<file path="config.mk">
export PLATFORM = sky130hd
export DESIGN_NAME = idu_stage_flat
export DESIGN_NICKNAME = d
export VERILOG_FILES = /design/src/rtl/idu_stage_if.sv /design/src/rtl/idu_stage.sv /design/src/flat_wrapper.sv
export SDC_FILE = /design/constraint.sdc
export NUM_CORES = 1
export LEC_CHECK = 0
export CAP_MARGIN = 40
export CORE_ASPECT_RATIO = 1.2
export CORE_MARGIN = 8
export CORE_UTILIZATION = 55
export CTS_CLUSTER_SIZE = 8
export DETAILED_ROUTE_END_ITERATION = 12
export PLACE_DENSITY = 0.93
export SLEW_MARGIN = 10
export SYNTH_ARGS = -nofsm -noshare
export SYNTH_HDL_FRONTEND = slang
export SYNTH_SLANG_ARGS = --single-unit
</file>
<file path="constraint.sdc">
create_clock -name clk -period 6.3 [get_ports clk]
set_input_delay 0.945 -clock clk [delete_from_list [all_inputs] [get_ports clk]]
set_output_delay 0.945 -clock clk [all_outputs]
set_load 0.02 [all_outputs]
</file>
<file path="src/rtl/idu_stage_if.sv">
// idu_stage_if: upstream instruction handshake plus the decoded head-record bus.
// Latency: none, wires only.
// Backpressure: in_ready/out_ready carry valid-ready flow control in each direction.
interface idu_stage_if #(
  parameter int XLEN = 64
);
  logic            in_valid;
  logic            in_ready;
  logic [31:0]     inst;
  logic [XLEN-1:0] pc_in;
  logic            out_valid;
  logic            out_ready;
  logic [6:0]      opcode;
  logic [2:0]      funct3;
  logic [6:0]      funct7;
  logic [4:0]      rs1;
  logic [4:0]      rs2;
  logic [4:0]      rd;
  logic [XLEN-1:0] imm;
  logic [2:0]      imm_type;
  logic            illegal;
  logic [XLEN-1:0] pc_out;

  // Environment side: feeds instructions, consumes decoded records.
  modport master (
    output in_valid, inst, pc_in, out_ready,
    input  in_ready, out_valid, opcode, funct3, funct7, rs1, rs2, rd,
           imm, imm_type, illegal, pc_out
  );

  // Decode stage side.
  modport slave (
    input  in_valid, inst, pc_in, out_ready,
    output in_ready, out_valid, opcode, funct3, funct7, rs1, rs2, rd,
           imm, imm_type, illegal, pc_out
  );
endinterface

</file>
<file path="src/rtl/idu_stage.sv">
// idu_stage: RV instruction decoder feeding a 2-entry FIFO of decoded records.
// Latency: 1 cycle from accept to head when the FIFO is empty.
// Backpressure: in_ready = stored count < 2 (no out_ready path); head held stable while stalled.
module idu_stage #(
  parameter int XLEN    = 64,
  parameter bit PASS_PC = 1'b1
) (
  input  logic       clk,
  input  logic       rst,
  input  logic       flush,
  idu_stage_if.slave bus
);

  localparam logic [2:0] IMM_NONE = 3'd0;
  localparam logic [2:0] IMM_I    = 3'd1;
  localparam logic [2:0] IMM_S    = 3'd2;
  localparam logic [2:0] IMM_B    = 3'd3;
  localparam logic [2:0] IMM_U    = 3'd4;
  localparam logic [2:0] IMM_J    = 3'd5;

  localparam logic [6:0] OPC_OP_IMM    = 7'b0010011;
  localparam logic [6:0] OPC_JALR      = 7'b1100111;
  localparam logic [6:0] OPC_LOAD      = 7'b0000011;
  localparam logic [6:0] OPC_SYSTEM    = 7'b1110011;
  localparam logic [6:0] OPC_STORE     = 7'b0100011;
  localparam logic [6:0] OPC_BRANCH    = 7'b1100011;
  localparam logic [6:0] OPC_LUI       = 7'b0110111;
  localparam logic [6:0] OPC_AUIPC     = 7'b0010111;
  localparam logic [6:0] OPC_JAL       = 7'b1101111;
  localparam logic [6:0] OPC_OP        = 7'b0110011;
  localparam logic [6:0] OPC_OP_IMM_32 = 7'b0011011;
  localparam logic [6:0] OPC_OP_32     = 7'b0111011;

  typedef struct packed {
    logic [XLEN-1:0] pc;
    logic [XLEN-1:0] imm;
    logic [2:0]      imm_type;
    logic            illegal;
    logic [6:0]      funct7;
    logic [4:0]      rs2;
    logic [4:0]      rs1;
    logic [4:0]      rd;
    logic [2:0]      funct3;
    logic [6:0]      opcode;
  } rec_t;

  rec_t        dec;
  logic [63:0] imm64;
  rec_t        mem_q [2];
  rec_t        mem_d [2];
  logic        rd_ptr_q, rd_ptr_d;
  logic        wr_ptr_q, wr_ptr_d;
  logic [1:0]  count_q, count_d;
  logic        push;
  logic        pop;
  logic        head_vld;
  rec_t        head;

  // Combinational decode of the incoming instruction; immediates are built at
  // 64 bits and truncated so the XLEN=32 build needs no zero-width replication.
  always_comb begin
    dec        = '0;
    imm64      = '0;
    dec.opcode = bus.inst[6:0];
    dec.funct3 = bus.inst[14:12];
    dec.funct7 = bus.inst[31:25];
    dec.pc     = PASS_PC ? bus.pc_in : '0;
    if (bus.inst[1:0] != 2'b11) begin
      dec.illegal = 1'b1;
    end else begin
      case (bus.inst[6:0])
        OPC_OP_IMM, OPC_JALR, OPC_LOAD, OPC_SYSTEM: begin
          dec.imm_type = IMM_I;
          imm64        = {{52{bus.inst[31]}}, bus.inst[31:20]};
          dec.rd       = bus.inst[11:7];
          dec.rs1      = bus.inst[19:15];
        end
        OPC_OP_IMM_32: begin
          if (XLEN == 64) begin
            dec.imm_type = IMM_I;
            imm64        = {{52{bus.inst[31]}}, bus.inst[31:20]};
            dec.rd       = bus.inst[11:7];
            dec.rs1      = bus.inst[19:15];
          end else begin
            dec.illegal = 1'b1;
          end
        end
        OPC_STORE: begin
          dec.imm_type = IMM_S;
          imm64        = {{52{bus.inst[31]}}, bus.inst[31:25], bus.inst[11:7]};
          dec.rs1      = bus.inst[19:15];
          dec.rs2      = bus.inst[24:20];
        end
        OPC_BRANCH: begin
          dec.imm_type = IMM_B;
          imm64        = {{51{bus.inst[31]}}, bus.inst[31], bus.inst[7],
                          bus.inst[30:25], bus.inst[11:8], 1'b0};
          dec.rs1      = bus.inst[19:15];
          dec.rs2      = bus.inst[24:20];
        end
        OPC_LUI, OPC_AUIPC: begin
          dec.imm_type = IMM_U;
          imm64        = {{32{bus.inst[31]}}, bus.inst[31:12], 12'h000};
          dec.rd       = bus.inst[11:7];
        end
        OPC_JAL: begin
          dec.imm_type = IMM_J;
          imm64        = {{43{bus.inst[31]}}, bus.inst[31], bus.inst[19:12],
                          bus.inst[20], bus.inst[30:21], 1'b0};
          dec.rd       = bus.inst[11:7];
        end
        OPC_OP: begin
          dec.imm_type = IMM_NONE;
          dec.rd       = bus.inst[11:7];
          dec.rs1      = bus.inst[19:15];
          dec.rs2      = bus.inst[24:20];
        end
        OPC_OP_32: begin
          if (XLEN == 64) begin
            dec.rd  = bus.inst[11:7];
            dec.rs1 = bus.inst[19:15];
            dec.rs2 = bus.inst[24:20];
          end else begin
            dec.illegal = 1'b1;
          end
        end
        default: dec.illegal = 1'b1;
      endcase
    end
    dec.imm = imm64[XLEN-1:0];
  end

  assign bus.in_ready = (count_q < 2'd2);
  assign head_vld     = (count_q != 2'd0);
  assign bus.out_valid = head_vld;
  assign push         = bus.in_valid && bus.in_ready;
  assign pop          = head_vld && bus.out_ready;

  // Next-state for the FIFO; flush empties it and wins over accept and pop.
  always_comb begin
    mem_d    = mem_q;
    rd_ptr_d = rd_ptr_q;
    wr_ptr_d = wr_ptr_q;
    count_d  = count_q;
    if (flush) begin
      rd_ptr_d = 1'b0;
      wr_ptr_d = 1'b0;
      count_d  = 2'd0;
    end else begin
      if (push) begin
        mem_d[wr_ptr_q] = dec;
        wr_ptr_d        = ~wr_ptr_q;
      end
      if (pop) begin
        rd_ptr_d = ~rd_ptr_q;
      end
      case ({push, pop})
        2'b10:   count_d = count_q + 2'd1;
        2'b01:   count_d = count_q - 2'd1;
        default: count_d = count_q;
      endcase
    end
  end

  // State registers; reset empties the FIFO and clears stored records.
  always_ff @(posedge clk) begin
    if (rst) begin
      mem_q[0] <= '0;
      mem_q[1] <= '0;
      rd_ptr_q <= 1'b0;
      wr_ptr_q <= 1'b0;
      count_q  <= 2'd0;
    end else begin
      mem_q    <= mem_d;
      rd_ptr_q <= rd_ptr_d;
      wr_ptr_q <= wr_ptr_d;
      count_q  <= count_d;
    end
  end

  // Head record, forced to zero whenever nothing is valid.
  always_comb begin
    head = '0;
    if (head_vld) begin
      head = mem_q[rd_ptr_q];
    end
  end

  assign bus.opcode   = head.opcode;
  assign bus.funct3   = head.funct3;
  assign bus.funct7   = head.funct7;
  assign bus.rs1      = head.rs1;
  assign bus.rs2      = head.rs2;
  assign bus.rd       = head.rd;
  assign bus.imm      = head.imm;
  assign bus.imm_type = head.imm_type;
  assign bus.illegal  = head.illegal;
  assign bus.pc_out   = head.pc;

endmodule

</file>
<file path="src/flat_wrapper.sv">
// flat-port wrapper written by rule: the top's interface ports become plain ports
module idu_stage_flat 
#(
  parameter int XLEN    = 64,
  parameter bit PASS_PC = 1'b1
)
  (clk, rst, flush, bus_in_valid, bus_inst, bus_pc_in, bus_out_ready, bus_in_ready, bus_out_valid, bus_opcode, bus_funct3, bus_funct7, bus_rs1, bus_rs2, bus_rd, bus_imm, bus_imm_type, bus_illegal, bus_pc_out);
  idu_stage_if #(.XLEN(XLEN)) bus_i ();
  input  logic clk;
  input  logic rst;
  input  logic flush;
  input wire logic [$bits(bus_i.in_valid)-1:0] bus_in_valid;
  input wire logic [$bits(bus_i.inst)-1:0] bus_inst;
  input wire logic [$bits(bus_i.pc_in)-1:0] bus_pc_in;
  input wire logic [$bits(bus_i.out_ready)-1:0] bus_out_ready;
  output wire logic [$bits(bus_i.in_ready)-1:0] bus_in_ready;
  output wire logic [$bits(bus_i.out_valid)-1:0] bus_out_valid;
  output wire logic [$bits(bus_i.opcode)-1:0] bus_opcode;
  output wire logic [$bits(bus_i.funct3)-1:0] bus_funct3;
  output wire logic [$bits(bus_i.funct7)-1:0] bus_funct7;
  output wire logic [$bits(bus_i.rs1)-1:0] bus_rs1;
  output wire logic [$bits(bus_i.rs2)-1:0] bus_rs2;
  output wire logic [$bits(bus_i.rd)-1:0] bus_rd;
  output wire logic [$bits(bus_i.imm)-1:0] bus_imm;
  output wire logic [$bits(bus_i.imm_type)-1:0] bus_imm_type;
  output wire logic [$bits(bus_i.illegal)-1:0] bus_illegal;
  output wire logic [$bits(bus_i.pc_out)-1:0] bus_pc_out;
  assign bus_i.in_valid = bus_in_valid;
  assign bus_i.inst = bus_inst;
  assign bus_i.pc_in = bus_pc_in;
  assign bus_i.out_ready = bus_out_ready;
  assign bus_in_ready = bus_i.in_ready;
  assign bus_out_valid = bus_i.out_valid;
  assign bus_opcode = bus_i.opcode;
  assign bus_funct3 = bus_i.funct3;
  assign bus_funct7 = bus_i.funct7;
  assign bus_rs1 = bus_i.rs1;
  assign bus_rs2 = bus_i.rs2;
  assign bus_rd = bus_i.rd;
  assign bus_imm = bus_i.imm;
  assign bus_imm_type = bus_i.imm_type;
  assign bus_illegal = bus_i.illegal;
  assign bus_pc_out = bus_i.pc_out;
  idu_stage #(.XLEN(XLEN), .PASS_PC(PASS_PC)) u_core (.clk(clk), .rst(rst), .flush(flush), .bus(bus_i));
endmodule
</file>
==> Implementation_results.wiki, run 1 <==
{| class="wikitable"
! Metric !! Value
|-
| Status || completed
|-
| Net count of the mapped netlist || 1574
|-
| Area leader, netlist || sky130_fd_sc_hd__dfxtp_1
|-
| WP data required || 5.35 ns
|-
| Sum of net half-perimeters after detailed placement || 22990 microns
|-
| Routed Antenna Nets || 0
|-
| Count of boundary I/O pins || 267
|-
| Initial core utilization || 55.38%
|-
| Root Buffer || sky130_fd_sc_hd__clkbuf_16
|-
| Area added between synthesis and finish || 30.22%
|-
| Class of the tightest hold or removal check || reg2reg
|-
| Fraction of synthesized cell area taken by the top area cell type || 45.10%
|-
| Pin count of the biggest net entering global routing || 145
|-
| Total of fill cells in the finished design || 1530
|-
| Part of the Yosys area used for sequential elements || 45.10%
|-
| Row count || 59
|-
| Final count of pins violating max slew || 0
|-
| Number of instances resized during post-cts repair || 0
|-
| Count of routing violations after the opening detailed-route iteration || 946
|-
| Via count of the first global-routing pass || 11266
|-
| Initial antenna violation count || 2
|-
| Yosys synthesis warning count || 0
|-
| Routability congestion estimate || 0.8761
|-
| Number of cells on the worst reg-to-reg path || 7
|-
| Source of the worst register-to-register timing path || u_core.count_q[1]$_SDFFE_PP0P_
|-
| Hold buffer count at CTS || 0
|-
| Number of buffers inserted during clock tree synthesis || 39
|-
| Avg Synthesized Cell Area || 8.082 sq um
|-
| Clock Sink Count || 268
|-
| Measured slew at the worst slew-check pin || 0.8761 ns
|-
| Count of H-tree levels built during CTS || 2
|-
| Max-slew headroom || 41.35%
|-
| Number of distinct library cells after synthesis || 52
|-
| Setup repair after global routing missed its margin || no
|-
| First-pass GRT wire length || 56660 microns
|-
| PD cells || 259.9 mW/mm^2
|-
| Post-synthesis cell area || 0.01190 sq mm
|-
| Total area of multi-input combinational cells || 0.005752 sq mm
|-
| Share of async-settable or async-resettable flops after synthesis || 0%
|-
| Max Buffers Root-to-Sink || 3
|-
| Avg Vias per Cell || 5.896
|-
| Number of max-cap violations || 0
|-
| Total Routed Length || 36290 microns
|-
| Floorplan core area || 0.02148 sq mm
|-
| Cell count after synthesis || 1472
|-
| Main synth FF type || sky130_fd_sc_hd__dfxtp_1
|-
| Number of nets in the layout || 1744
|-
| Clock slew seen by the registers of the worst setup and hold paths || 0.05 ns
|-
| CP Capture Type || primary output
|-
| Final Hold Vio Count || 0
|-
| Global Route Usage Sum || 26.07%
|-
| Worst path setup slack after routing || 2.220 ns
|-
| Number of vias in the routed layout || 11327
|-
| Type of the worst setup path || reg2out
|-
| Die Footprint || 0.02661 sq mm
|-
| Top Layer Used || met4
|-
| Die height || 177.1 microns
|-
| Clock latency of the later-clocked register in the worst-skew pair || 0.51 ns
|-
| Reg-to-Reg End || u_core.count_q[1]$_SDFFE_PP0P_
|-
| Time the final worst path needs with I/O delays and setup || 4.080 ns
|-
| Post-CTS setup buffer count || 0
|-
| Mean routed wirelength per cell || 18.89 microns
|-
| Proportion of layout cells with a drive suffix above 1 || 4.985%
|-
| Cells taking the most area after synthesis || sky130_fd_sc_hd__dfxtp_1 45%, sky130_fd_sc_hd__nand2_1 12%, sky130_fd_sc_hd__mux2i_1 11%, sky130_fd_sc_hd__a21oi_1 7.6%, sky130_fd_sc_hd__nor2_1 6.1%
|-
| Endpoints failing setup || 0
|-
| Max VDD drop || 0.0002077 V
|-
| Fin crit share || 64.77%
|-
| Maximum clock skew at final layout || 0.01347 ns
|-
| Element type at the critical path start || flip-flop
|-
| Width of the chip || 150.3 microns
|-
| #FFs+latches synth || 268
|-
| Post-synth EDFFs || 0
|-
| Routed wire length on met2 || 18140 microns
|-
| Capture endpoint of the worst hold path || u_core.mem_q[208]$_SDFFE_PP0P_
|-
| Worst hold path startpoint || u_core.mem_q[208]$_SDFFE_PP0P_
|-
| Crit-path max FO || 42
|-
| CTS tree || done
|-
| Sum of met3 wire segment lengths after detailed routing || 3011 microns
|-
| Arrival time of data at the critical path endpoint || 3.14 ns
|-
| Max Clock Freq || 0.2451 GHz
|-
| Sum of overflow across all layers after global routing || 0
|-
| Leakage || 4.853 nW
|-
| Setup slack at placement || 2.700 ns
|-
| Register-to-register path setup slack || 3.96 ns
|-
| Number of buffers inserted by port buffering || 266
|-
| Total Negative Setup Slacks || 0 ns
|-
| Detailed-routing iteration count for the pre-antenna-repair pass || 5
|-
| Sequential cell area || 0.005369 sq mm
|-
| Sum of routed wire segments on met1 || 13420 microns
|-
| Worst hold path depth || 2
|-
| DRC violations left || 0
|}
cells in the final DEF (no fill, tap or decap), types with 2 or more instances in the layout:
master | synthesis | routed
sky130_fd_sc_hd__nand2_1 | 370 | 370
sky130_fd_sc_hd__dfxtp_1 | 268 | 267
sky130_fd_sc_hd__clkdlybuf4s50_1 | 0 | 265
sky130_fd_sc_hd__nor2_1 | 194 | 192
sky130_fd_sc_hd__a21oi_1 | 181 | 181
sky130_fd_sc_hd__mux2i_1 | 132 | 132
sky130_fd_sc_hd__a311oi_1 | 52 | 52
sky130_fd_sc_hd__clkbuf_16 | 0 | 39
sky130_fd_sc_hd__a32o_1 | 20 | 20
sky130_fd_sc_hd__o211ai_1 | 15 | 15
sky130_fd_sc_hd__a22o_1 | 10 | 10
sky130_fd_sc_hd__buf_4 | 33 | 9
sky130_fd_sc_hd__o21ai_0 | 7 | 7
sky130_fd_sc_hd__inv_1 | 6 | 6
sky130_fd_sc_hd__buf_12 | 0 | 5
sky130_fd_sc_hd__and2_1 | 4 | 4
sky130_fd_sc_hd__xnor2_1 | 4 | 4
sky130_fd_sc_hd__nor4_1 | 4 | 4
sky130_fd_sc_hd__nor3_1 | 3 | 3
sky130_fd_sc_hd__a211oi_1 | 3 | 3
sky130_fd_sc_hd__nand3_1 | 3 | 3
sky130_fd_sc_hd__diode_2 | 0 | 2
sky130_fd_sc_hd__nor2_4 | 1 | 2
sky130_fd_sc_hd__nor3_4 | 0 | 2
sky130_fd_sc_hd__or3_4 | 0 | 2
sky130_fd_sc_hd__a2111oi_0 | 2 | 2
sky130_fd_sc_hd__or3_1 | 4 | 2
sky130_fd_sc_hd__nand4b_1 | 2 | 2
sky130_fd_sc_hd__o21ba_2 | 2 | 2
sky130_fd_sc_hd__o311ai_0 | 2 | 2
sky130_fd_sc_hd__clkinv_8 | 0 | 2
sky130_fd_sc_hd__buf_8 | 0 | 2
sky130_fd_sc_hd__buf_16 | 0 | 2
sky130_fd_sc_hd__buf_2 | 40 | 2
cell type report:
cell class / instances / share of cell area (%)
multi-input cells: 1040 / 37.13
inverters: 6 / 0.1454
clock buffers: 40 / 6.324
repair buffers: 287 / 18.96
well taps: 274 / 2.213
clock inverters: 4 / 0.5331
flip-flops and latches: 268 / 34.66
diodes: 2 / 0.03231
per-stage QoR:
stage	util, %	std cells	hold slack [ns]	cell area, sq um	total power, mW
3_5_place_dp	67.02	1874	0.4458	14400	2.201
3_3_place_gp	66.36	1863	0.4377	14250	2.181
2_1_floorplan	-	1472	0.4313	11900	2.029
4_1_cts	71.96	1918	0.4523	15460	4.039
5_1_grt	72.11	1921	0.4654	15490	4.162
6_report	72.11	1921	0.4509	15490	4.026
synth_stat cells, types with 4 or more instances:
cell type	number
sky130_fd_sc_hd__a21oi_1	181
sky130_fd_sc_hd__buf_4	33
sky130_fd_sc_hd__or3_1	4
sky130_fd_sc_hd__a32o_1	20
sky130_fd_sc_hd__buf_6	4
sky130_fd_sc_hd__a311oi_1	52
sky130_fd_sc_hd__o211ai_1	15
sky130_fd_sc_hd__and2_1	4
sky130_fd_sc_hd__clkbuf_1	78
sky130_fd_sc_hd__nand2_1	370
sky130_fd_sc_hd__dfxtp_1	268
sky130_fd_sc_hd__xnor2_1	4
sky130_fd_sc_hd__nor2_1	194
sky130_fd_sc_hd__mux2i_1	132
sky130_fd_sc_hd__o21ai_0	7
sky130_fd_sc_hd__buf_2	40
sky130_fd_sc_hd__a22o_1	10
sky130_fd_sc_hd__inv_1	6
sky130_fd_sc_hd__nor4_1	4
worst max-delay path by stage:
stage                                 startpoint                             end  slack (ns)  cells after the start
floorplan           u_core.rd_ptr_q$_SDFFE_PP0P_                     bus_imm[32]        2.69                      6
global placement    u_core.rd_ptr_q$_SDFFE_PP0P_                     bus_imm[39]        2.56                      3
detailed placement                   bus_inst[4]  u_core.mem_q[226]$_SDFFE_PP0P_        2.70                      6
CTS                 u_core.rd_ptr_q$_SDFFE_PP0P_                 bus_imm_type[0]        2.22                      5
global route        u_core.rd_ptr_q$_SDFFE_PP0P_                 bus_imm_type[1]        2.12                      5
finish              u_core.rd_ptr_q$_SDFFE_PP0P_                 bus_imm_type[0]        2.22                      5
logic make-up (layout without fill, tap and decap cells):
group	count (synthesis)	after routing	share of synthesized area (%)
adder cells (fa/ha/maj)	2	2	0.1893
other	0	2	0
XOR/XNOR	5	5	0.3681
AND/OR/NAND/NOR	599	599	20.00
buffers and inverters	164	337	6.889
multiplexers	132	132	11.11
AO/OA/AOI/OAI	302	302	16.34
flip-flops	268	268	45.10
routing by layer:
metal | GRT usage, % | up-vias
met4 | 13.73 | 0
met3 | 5.116 | 120
met1 | 29.51 | 5368
met5 | 0 | -
li1 | - | 5302
met2 | 45.49 | 537
worst max-delay path, cell delays in order, from the launching register on:
cell and delay, ns:
sky130_fd_sc_hd__dfxtp_4 0.55, sky130_fd_sc_hd__buf_16 0.30, sky130_fd_sc_hd__buf_4 0.66, sky130_fd_sc_hd__mux2i_1 0.22
sky130_fd_sc_hd__nor2_1 0.17, sky130_fd_sc_hd__clkdlybuf4s50_1 0.65
sequential cells by signal, indices dropped and copies added (netlist names):
| signal | cells |
|---|---|
| u_core.wr_ptr_q | 1 |
| u_core.mem_q | 264 |
| u_core.count_q | 2 |
| u_core.rd_ptr_q | 1 |
where the power goes:
group          total [mW]  internal (mW)  leakage [nW]  switching (mW)
combinational       0.399          0.160          2.16           0.239
sequential           1.78           1.75          2.18          0.0291
clock                1.85           1.14         0.519           0.706
No activity file was read; power rests on OpenSTA's default activity.
==> inputs of run 2 (changes only) <==
--- a/config.mk
+++ b/config.mk
@@ -8,10 +8,10 @@
 export CAP_MARGIN = 40
 export CORE_ASPECT_RATIO = 1.2
 export CORE_MARGIN = 8
-export CORE_UTILIZATION = 55
+export CORE_UTILIZATION = 51
 export CTS_CLUSTER_SIZE = 8
 export DETAILED_ROUTE_END_ITERATION = 12
-export PLACE_DENSITY = 0.93
+export PLACE_DENSITY = 0.88
 export SLEW_MARGIN = 10
 export SYNTH_ARGS = -nofsm -noshare
 export SYNTH_HDL_FRONTEND = slang
==> constraint.sdc (replaced) <==
create_clock -name clk -period 4 [get_ports clk]
set_input_delay 0.6 -clock clk [delete_from_list [all_inputs] [get_ports clk]]
set_output_delay 0.6 -clock clk [all_outputs]
set_load 0.02 [all_outputs]
==> run 2 against run 1 <==
  * Sequential power up 57%
  * Global-route usage down 2.3 points
  * Via count down 0.47%
  * Worst setup slack worse by 1.5 ns
  * Final area up 0.38%
  * Critical endpoint is now bus_imm[3]
==> Implementation_results.wiki, run 2 (synthesis gave the netlist of run 1 again) <==
{| class="wikitable"
! Metric !! Value
|-
| Total area of multi-input combinational cells || 0.005752 sq mm (unchanged)
|-
| Number of buffers inserted by port buffering || 266 (unchanged)
|-
| Worst path setup slack after routing || 0.7297 ns (-1.490 ns)
|-
| Width of the chip || 155.4 microns (+3.4%)
|-
| Count of routing violations after the opening detailed-route iteration || 842 (-11%)
|-
| Clock latency of the later-clocked register in the worst-skew pair || 0.52 ns (about the same)
|-
| Endpoint of the worst setup timing path || bus_imm[3]
|-
| Floorplan core area || 0.02305 sq mm (+7.3%)
|-
| Initial antenna violation count || 0 (-2)
|-
| Register-to-register path setup slack || 1.64 ns (-2.32 ns)
|-
| Number of buffers inserted during clock tree synthesis || 39 (unchanged)
|-
| Routability congestion estimate || 0.8531 (-2.6%)
|-
| CP Capture Type || primary output
|-
| Maximum clock skew at final layout || 0.01414 ns (+0.0006712 ns)
|-
| Root Buffer || sky130_fd_sc_hd__clkbuf_16
|-
| Area added between synthesis and finish || 30.71%
|-
| Crit-path max FO || 25 (-40%)
|-
| Via count of the first global-routing pass || 10999 (-2.4%)
|-
| Routed Antenna Nets || 0 (unchanged)
|-
| Endpoints failing setup || 0 (unchanged)
|-
| Hold buffer count at CTS || 0 (unchanged)
|-
| CTS tree || done
|-
| Worst slack on hold paths || 0.4489 ns (-0.001999 ns)
|-
| Sum of net half-perimeters after detailed placement || 22550 microns (-1.9%)
|-
| Type of the worst setup path || reg2out
|-
| Sequential cell area || 0.005369 sq mm (unchanged)
|-
| Max Buffers Root-to-Sink || 3 (unchanged)
|-
| Number of vias in the routed layout || 11274 (-0.47%)
|-
| Detailed-routing iteration count for the pre-antenna-repair pass || 6 (+1)
|-
| Leakage || 4.856 nW (about the same)
|-
| First-pass GRT wire length || 55770 microns (-1.6%)
|-
| Number of flip-flops in the largest register || 264 (unchanged)
|-
| Count of H-tree levels built during CTS || 2 (unchanged)
|-
| PD cells || 405.6 mW/mm^2 (+56%)
|-
| Setup slack at placement || 1.001 ns (-1.699 ns)
|-
| Reg-to-Reg End || u_core.count_q[1]$_SDFFE_PP0P_
|-
| Mean routed wirelength per cell || 18.13 microns (-4.1%)
|-
| Core utilization of the finished layout || 67.46% (-4.6 points)
|-
| Pwr Total || 6.307 mW (+57%)
|-
| Non-Filler Cell Area, Final || 0.01555 sq mm (+0.38%)
|-
| Max-slew headroom || 50.50% (+9.1 points)
|-
| Global Route Usage Sum || 23.77% (-2.3 points)
|-
| Most common library cell in the layout ignoring fill and taps || sky130_fd_sc_hd__nand2_1
|-
| Placed cell count || 1918 (+2.3%)
|-
| Critical path origin || u_core.rd_ptr_q$_SDFFE_PP0P_
|-
| Number of cells on the worst reg-to-reg path || 7 (unchanged)
|-
| CP max stage delay || 0.66 ns (about the same)
|-
| Total Routed Length || 35620 microns (-1.9%)
|-
| Avg Vias per Cell || 5.737 (-2.7%)
|-
| Post-CTS setup buffer count || 0 (unchanged)
|-
| Number of max-cap violations || 0 (unchanged)
|-
| Row count || 61 (+3.4%)
|-
| Status || completed
|-
| Final count of pins violating max slew || 0 (unchanged)
|-
| Clock slew seen by the registers of the worst setup and hold paths || 0.05 ns (about the same)
|-
| Most frequent cells in the layout || 370 x sky130_fd_sc_hd__nand2_1, 267 x sky130_fd_sc_hd__dfxtp_1, 265 x sky130_fd_sc_hd__clkdlybuf4s50_1
|-
| Total of fill cells in the finished design || 1801 (+18%)
|-
| Clock Sink Count || 268 (unchanged)
|-
| Count of boundary I/O pins || 267 (unchanged)
|-
| DRC violations left || 0 (unchanged)
|-
| WP data required || 3.40 ns (-1.95 ns)
|-
| Measured slew at the worst slew-check pin || 0.7426 ns (-0.1335 ns)
|-
| Register with the most flip-flops || u_core.mem_q
|-
| Initial core utilization || 51.61% (-3.8 points)
|-
| Class of the tightest hold or removal check || reg2reg
|-
| Sum of overflow across all layers after global routing || 0 (unchanged)
|-
| Number of instances resized during post-cts repair || 0 (unchanged)
|-
| Die Footprint || 0.02849 sq mm (+7.1%)
|-
| Max Clock Freq || 0.3058 GHz
|-
| Die height || 183.3 microns (+3.5%)
|-
| Setup repair after global routing missed its margin || no
|-
| Element type at the critical path start || flip-flop
|-
| Source of the worst register-to-register timing path || u_core.count_q[1]$_SDFFE_PP0P_
|-
| Fin crit share || 81.76%
|-
| Total Negative Setup Slacks || 0 ns (unchanged)
|-
| Largest registers || u_core.mem_q x264, u_core.count_q x2
|-
| Post-placement cell area || 0.01449 sq mm (+0.68%)
|-
| Pin count of the biggest net entering global routing || 153 (+5.5%)
|-
| Proportion of layout cells with a drive suffix above 1 || 5.094% (+0.11 points)
|-
| Arrival time of data at the critical path endpoint || 2.67 ns (-0.47 ns)
|-
| Number of nets in the layout || 1746 (+0.11%)
|-
| Cell breakdown of the critical path || buf_4 -> mux2i_1 -> nor2_1 -> clkdlybuf4s50_1
|-
| Cell with the largest stage delay on the worst path || sky130_fd_sc_hd__dfxtp_4
|-
| Final standard cell count with taps included and fillers excluded || 1965 (+2.3%)
|-
| Final Hold Vio Count || 0 (unchanged)
|-
| Max VDD drop || 0.0003814 V (+84%)
|-
| Time the final worst path needs with I/O delays and setup || 3.270 ns
|}
run 2: cell count changes in the layout (fill, tap and decap cells not counted), sizes merged:
cell    change
bufinv      -1
diode       -1
buf         +2
clkbuf      +3
run 2: critical path, delay by kind of cell (launching register included):
kind / cells / cell delay, ns
and+or+nand+nor: 1 / 0.17
muxes: 1 / 0.17
buffers and inverters: 2 / 1.15
DFF: 1 / 0.66
run 2: final cells by class:
type	count	share of cell area [%]
inverters	6	0.1448
well taps	315	2.535
clock buffers	43	6.437
diodes	1	0.01609
flip-flops and latches	268	34.53
multi-input cells	1040	36.99
clock inverters	3	0.3379
repair buffers	289	19.01
run 2: routing by layer:
layer / wire length [microns] / GRT usage [%] / part of all wire, % / vias up
li1: - / - / - / 5300
met1: 13320 / 26.87 / 37 / 5311
met2: 17780 / 42.01 / 50 / 547
met3: 3063 / 5.204 / 8.6 / 116
met4: 1453 / 10.96 / 4.1 / 0
met5: 0 / 0 / 0 / -
run 2: worst min path at each step:
stage / start / endpoint / slack (ns) / depth (start not counted)
6_report: u_core.mem_q[210]$_SDFFE_PP0P_ / u_core.mem_q[210]$_SDFFE_PP0P_ / 0.45 / 2
5_1_grt: u_core.mem_q[207]$_SDFFE_PP0P_ / u_core.mem_q[207]$_SDFFE_PP0P_ / 0.46 / 2
4_1_cts: u_core.mem_q[207]$_SDFFE_PP0P_ / u_core.mem_q[207]$_SDFFE_PP0P_ / 0.45 / 2
3_5_place_dp: u_core.mem_q[207]$_SDFFE_PP0P_ / u_core.mem_q[207]$_SDFFE_PP0P_ / 0.45 / 2
3_3_place_gp: u_core.mem_q[207]$_SDFFE_PP0P_ / u_core.mem_q[207]$_SDFFE_PP0P_ / 0.44 / 2
2_1_floorplan: u_core.mem_q[205]$_SDFFE_PP0P_ / u_core.mem_q[205]$_SDFFE_PP0P_ / 0.43 / 2
run 2: report_power, final:
group | total (mW) | internal [mW] | switching [mW]
sequential | 2.80 | 2.76 | 0.0454
combinational | 0.625 | 0.255 | 0.370
clock | 2.88 | 1.76 | 1.12
